<file path="src/rtl/gcd_arbiter.sv">
// gcd_arbiter: round-robin arbiter that shares one GCD unit between two requesters.
// Optional WAIT-state watchdog is built when GCD_ARB_TIMEOUT_EN is defined.
module gcd_arbiter #(
    parameter int unsigned WIDTH          = 4,
    parameter int unsigned TIMEOUT_CYCLES = 64
) (
    input  logic             clk_i,
    input  logic             rst_i,
    input  logic             req0_i,
    input  logic             req1_i,
    input  logic [WIDTH-1:0] x0_i,
    input  logic [WIDTH-1:0] y0_i,
    input  logic [WIDTH-1:0] x1_i,
    input  logic [WIDTH-1:0] y1_i,
    input  logic             ack0_i,
    input  logic             ack1_i,
    input  logic [WIDTH-1:0] gcd_out_i,
    input  logic             gcd_done_i,
    output logic             gnt0_o,
    output logic             gnt1_o,
    output logic             rdy0_o,
    output logic             rdy1_o,
    output logic [WIDTH-1:0] res0_o,
    output logic [WIDTH-1:0] res1_o,
    output logic [WIDTH-1:0] gcd_x_o,
    output logic [WIDTH-1:0] gcd_y_o,
    output logic             gcd_start_o,
    output logic             gcd_reset_o,
    output logic             busy_o,
    output logic             err_o
);

    if (TIMEOUT_CYCLES < 1) begin : g_bad_timeout
        $error("TIMEOUT_CYCLES must be at least 1");
    end

    typedef enum logic [2:0] {
        S_IDLE,
        S_CLR,
        S_LAUNCH,
        S_WAIT,
        S_RESP
    } state_e;

    state_e           state_q;
    logic             owner_q;
    logic             last_q;
    logic [WIDTH-1:0] gcd_x_q;
    logic [WIDTH-1:0] gcd_y_q;
    logic [WIDTH-1:0] res0_q;
    logic [WIDTH-1:0] res1_q;
    logic             rdy0_q;
    logic             rdy1_q;
    logic             start_q;
    logic             clr_q;
    logic             busy_q;

    logic             grant0_c;
    logic             grant1_c;
    logic [WIDTH-1:0] op_x_c;
    logic [WIDTH-1:0] op_y_c;
    logic             bypass_c;
    logic             ack_own_c;
    logic             fin_c;
    logic             fin_own_c;
    logic [WIDTH-1:0] res_d;

`ifdef GCD_ARB_TIMEOUT_EN
    localparam int unsigned CNT_W = $clog2(TIMEOUT_CYCLES + 1);
    logic [CNT_W-1:0] wd_cnt_q;
    logic             err_q;
    logic             timeout_c;
`endif

    // Round-robin pick in IDLE; last_q=1 means requester 1 was served last.
    always_comb begin
        grant0_c = 1'b0;
        grant1_c = 1'b0;
        if (state_q == S_IDLE && !rst_i) begin
            if (req0_i && (!req1_i || last_q)) begin
                grant0_c = 1'b1;
            end else if (req1_i) begin
                grant1_c = 1'b1;
            end
        end
    end

    assign op_x_c    = grant1_c ? x1_i : x0_i;
    assign op_y_c    = grant1_c ? y1_i : y0_i;
    assign bypass_c  = (op_x_c == '0) || (op_y_c == '0);
    assign ack_own_c = owner_q ? ack1_i : ack0_i;

    // Result capture: zero bypass straight from IDLE, or GCD completion/timeout in WAIT.
    always_comb begin
        fin_c     = 1'b0;
        fin_own_c = owner_q;
        res_d     = '0;
`ifdef GCD_ARB_TIMEOUT_EN
        timeout_c = 1'b0;
`endif
        case (state_q)
            S_IDLE: begin
                fin_own_c = grant1_c;
                if ((grant0_c || grant1_c) && bypass_c) begin
                    fin_c = 1'b1;
                    res_d = op_x_c | op_y_c;
                end
            end
            S_WAIT: begin
                if (gcd_done_i) begin
                    fin_c = 1'b1;
                    res_d = gcd_out_i;
                end
`ifdef GCD_ARB_TIMEOUT_EN
                else if (wd_cnt_q == CNT_W'(TIMEOUT_CYCLES - 1)) begin
                    fin_c     = 1'b1;
                    timeout_c = 1'b1;
                end
`endif
            end
            default: ;
        endcase
    end

    always_ff @(posedge clk_i or posedge rst_i) begin
        if (rst_i) begin
            state_q <= S_IDLE;
            owner_q <= 1'b0;
            last_q  <= 1'b1;
            gcd_x_q <= '0;
            gcd_y_q <= '0;
            res0_q  <= '0;
            res1_q  <= '0;
            rdy0_q  <= 1'b0;
            rdy1_q  <= 1'b0;
            start_q <= 1'b0;
            clr_q   <= 1'b0;
            busy_q  <= 1'b0;
`ifdef GCD_ARB_TIMEOUT_EN
            wd_cnt_q <= '0;
            err_q    <= 1'b0;
`endif
        end else begin
            start_q <= 1'b0;
            clr_q   <= 1'b0;
`ifdef GCD_ARB_TIMEOUT_EN
            err_q   <= timeout_c;
`endif
            case (state_q)
                S_IDLE: begin
                    if (grant0_c || grant1_c) begin
                        owner_q <= grant1_c;
                        last_q  <= grant1_c;
                        gcd_x_q <= op_x_c;
                        gcd_y_q <= op_y_c;
                        busy_q  <= 1'b1;
                        clr_q   <= !bypass_c;
                        state_q <= bypass_c ? S_RESP : S_CLR;
                    end
                end
                S_CLR: begin
                    start_q <= 1'b1;
                    state_q <= S_LAUNCH;
                end
                S_LAUNCH: begin
`ifdef GCD_ARB_TIMEOUT_EN
                    wd_cnt_q <= '0;
`endif
                    state_q <= S_WAIT;
                end
                S_WAIT: begin
                    if (fin_c) begin
                        state_q <= S_RESP;
                    end
`ifdef GCD_ARB_TIMEOUT_EN
                    else begin
                        wd_cnt_q <= wd_cnt_q + CNT_W'(1);
                    end
`endif
                end
                S_RESP: begin
                    if (ack_own_c) begin
                        state_q <= S_IDLE;
                        busy_q  <= 1'b0;
                        rdy0_q  <= 1'b0;
                        rdy1_q  <= 1'b0;
                        res0_q  <= '0;
                        res1_q  <= '0;
                    end
                end
                default: state_q <= S_IDLE;
            endcase

            if (fin_c) begin
                if (fin_own_c) begin
                    rdy1_q <= 1'b1;
                    res1_q <= res_d;
                end else begin
                    rdy0_q <= 1'b1;
                    res0_q <= res_d;
                end
            end
        end
    end

    assign gnt0_o      = grant0_c;
    assign gnt1_o      = grant1_c;
    assign rdy0_o      = rdy0_q;
    assign rdy1_o      = rdy1_q;
    assign res0_o      = res0_q;
    assign res1_o      = res1_q;
    assign gcd_x_o     = gcd_x_q;
    assign gcd_y_o     = gcd_y_q;
    assign gcd_start_o = start_q;
    // The GCD unit is held cleared for the whole reset, not just its first cycle.
    assign gcd_reset_o = rst_i | clr_q;
    assign busy_o      = busy_q;
`ifdef GCD_ARB_TIMEOUT_EN
    assign err_o       = err_q;
`else
    assign err_o       = 1'b0;
`endif

endmodule

</file>
<file path="config.mk">
export PLATFORM = sky130hd
export DESIGN_NAME = gcd_arbiter
export DESIGN_NICKNAME = d
export VERILOG_FILES = /design/src/rtl/gcd_arbiter.sv
export SDC_FILE = /design/constraint.sdc
export NUM_CORES = 1
export LEC_CHECK = 0
export CAP_MARGIN = 20
export CELL_PAD_IN_SITES_DETAIL_PLACEMENT = 1
export CELL_PAD_IN_SITES_GLOBAL_PLACEMENT = 2
export CORE_MARGIN = 2
export CORE_UTILIZATION = 27
export CTS_CLUSTER_DIAMETER = 100
export DETAILED_ROUTE_END_ITERATION = 8
export GPL_TIMING_DRIVEN = 0
export PLACE_DENSITY_LB_ADDON = 0.1
export SLEW_MARGIN = 20
export SYNTH_ARGS = -nofsm -noshare
export SYNTH_HDL_FRONTEND = slang
export SYNTH_SLANG_ARGS = --single-unit
</file>
<file path="constraint.sdc">
create_clock -name clk_i -period 3.4 [get_ports clk_i]
set_clock_uncertainty 0.1 [all_clocks]
set_input_delay 0.34 -clock clk_i [delete_from_list [all_inputs] [get_ports clk_i]]
set_output_delay 0.34 -clock clk_i [all_outputs]
set_load 0.01 [all_outputs]
</file>
==> out/metrics.yaml <==
vdd_drop_max_mv: 0.276
maxCapViolCount: 0
clockBufferDepth: 2
end_kind: "output port"
max_stage_delay_ps: 530
grt_use_total_pct: 16.3
vias: 1221
synthesis.nets: 162
holdWs_ps: 377
power.leakage_uw: 0.000855
hold_buffers: 0
clock_sinks: 26
wl_mm: 4.12
area_growth_pct: 48.7
cp-start-kind: "input pin"
path_max_fanout: 10
rows: 25
placed_cells: 251
hold_viol_final: 0
routed.top_layer: "met4"
yosysWarnings: 0
synth_cell_type_count: 37
wire_per_inst_um: 16.2
core_area_um2: 4720
critPathKind: "input pin to output port"
fmax_mhz: 349
grt_pass1_wl_mm: 6.82
drcViolationCount: 0
grt_start_max_net_pins: 27
synth_async_sr_flop_share_pct: 100
fin_crit_sh_pct: 84.3
route.layer.met1.wl_mm: 1.79
detail-route-antenna-nets: 0
path_cells: "clkdlybuf4s50_1, a21boi_0, nand2_2, buf_2, inv_1, clkdlybuf4s50_1"
final_cells: 255
relSlewSlack_pct: 35.3
start_util_pct: 28.1
firstDrtPassIters: 4
diodes: 0
rsz0062_at_grt: "no"
p_int_uw: 944
syn-cell-area_um2: 1330
initialDrtViolationCount: 47
fp.dieW_um: 74.1
root_buffer: "clkbuf_8"
htree_levels: 1
ys.flop_type: "dfrtp_1"
met2WireLength_mm: 2.13
post_cts_buffers: 0
hold_path.class: "flop to flop"
dp_hpwl_mm: 3.26
finalWeightedCongestion: 0.826
io_buffers: 49
cts-buffers-inserted: 3
clk_pin_slew_worst_paths_ps: 100
layout.cells.most_common: "clkdlybuf4s50_1"
final_cell_mix: "49 x clkdlybuf4s50_1, 25 x dfrtp_1, 22 x nand2_1, 13 x nor2_1"
cp_slowest_cell: "clkdlybuf4s50_1"
die_h_um: 74.1
ys_ff_latch: 26
seqPwrFrac_pct: 37.5
worst_pin_slew_ps: 965
status: "finished, final reports clean"
cp.arrival_ps: 2430
power_density_nw_per_um2: 732
cts_tree: "done"
synth_enable_flop_cells: 0
finalSetupViolations: 0
nFillCells: 538
crit_top_cell: "clkdlybuf4s50_1"
io_pins: 51
num-nets-final: 216
met3WireLength_um: 158
setup_tns_ps: 0
synthesis.instances: 135
p_sw_share_pct: 34.6
crit_required_ps: 2960
p_comb_share_pct: 44.5
finalMaxSlewViolations: 0
yosysSeqAreaShare_pct: 49.2
p_clk_share_pct: 18.0
grt_pass1_vias: 1382
drive_above_1_share_pct: 9.04
antenna_found_initial: 0
fin_crit_ps: 2870
totalPowerFinal_uw: 1440
cts_resized: 0
gr-total-overflow: 0
viasPerCell: 4.79
die_area_um2: 5480
synth.avg_cell_area_um2: 9.81
clock_latency_ps: 270
switchingPower_uw: 498
## Yosys cell counts (4+ instances only)
cell | instances | share of area, %
a21oi_1 | 5 | 1.9
dfrtp_1 | 25 | 47
inv_1 | 4 | 1.1
mux2i_1 | 10 | 7.6
nand2_1 | 22 | 6.2
nand3_1 | 4 | 1.5
nor2_1 | 13 | 3.7
nor4_1 | 4 | 1.9
o21ai_0 | 10 | 3.8
o32ai_1 | 5 | 3.3
## sequential cells by signal, indices dropped and copies added (netlist names), 3 cells and up
name / count
gcd_x_o: 4
res0_o: 4
res1_o: 4
gcd_y_o: 4
state_q: 3
## cell type report
class / instances / area (um^2) / area share [%]
repair buffers: 49 / 490 / 24.9
well taps: 67 / 83.8 / 4.25
flip-flops and latches: 26 / 652 / 33.1
clock inverters: 1 / 30.0 / 1.52
inverters: 4 / 15.0 / 0.762
clock buffers: 3 / 41.3 / 2.10
multi-input cells: 100 / 631 / 32.0
plain buffers: 5 / 27.5 / 1.40
## per-stage QoR
stage | setup WS [ps] | util, % | instance area, um^2
finish | 533 | 41.7 | 1970
floorplan | 1620 | - | 1330
global placement | 569 | 40.2 | 1900
detailed placement | 539 | 40.2 | 1900
CTS | 530 | 41.7 | 1970
global route | 368 | 41.7 | 1970
## metal layers
metal / GRT usage (%) / vias to the layer above
met2: 28.3 / 33
met3: 3.12 / 4
met5: 0 / -
met1: 20.4 / 600
met4: 5.25 / 0
li1: - / 584
## power groups by stage
stage	registers (uW)	clock network (uW)	logic, uW
floorplan	582	0	268
global placement	539	0	636
detailed placement	546	0	652
CTS	542	270	657
global route	562	282	711
finish	541	260	642
## cells by family after synthesis
family	after synthesis	share of synthesized area (%)
buf+inv	9	3.21
mux	12	9.54
compound gates	33	17.2
flops	26	49.2
simple gates	54	20.6
other cells	1	0.283
## critical path, delay by kind of cell
| family | cells | cell delay, ps |
|---|---|---|
| simple gates | 1 | 190 |
| compound gates | 1 | 500 |
| buf+inv | 4 | 1400 |
## final timing paths
check / startpoint / to / slack (ps) / cells after the start
max reg2reg: state_q[1] / res1_o[0] / 1310 / 5
min in group asynchronous: rst_i / clr_q / 510 / 2
max: req1_i / gnt1_o / 530 / 6
min reg2reg: last_q / last_q / 380 / 2
min: last_q / last_q / 380 / 2
max in group asynchronous: rst_i / res1_o[2] / 2250 / 2
Note: power is estimated with default switching activity, not from simulation.
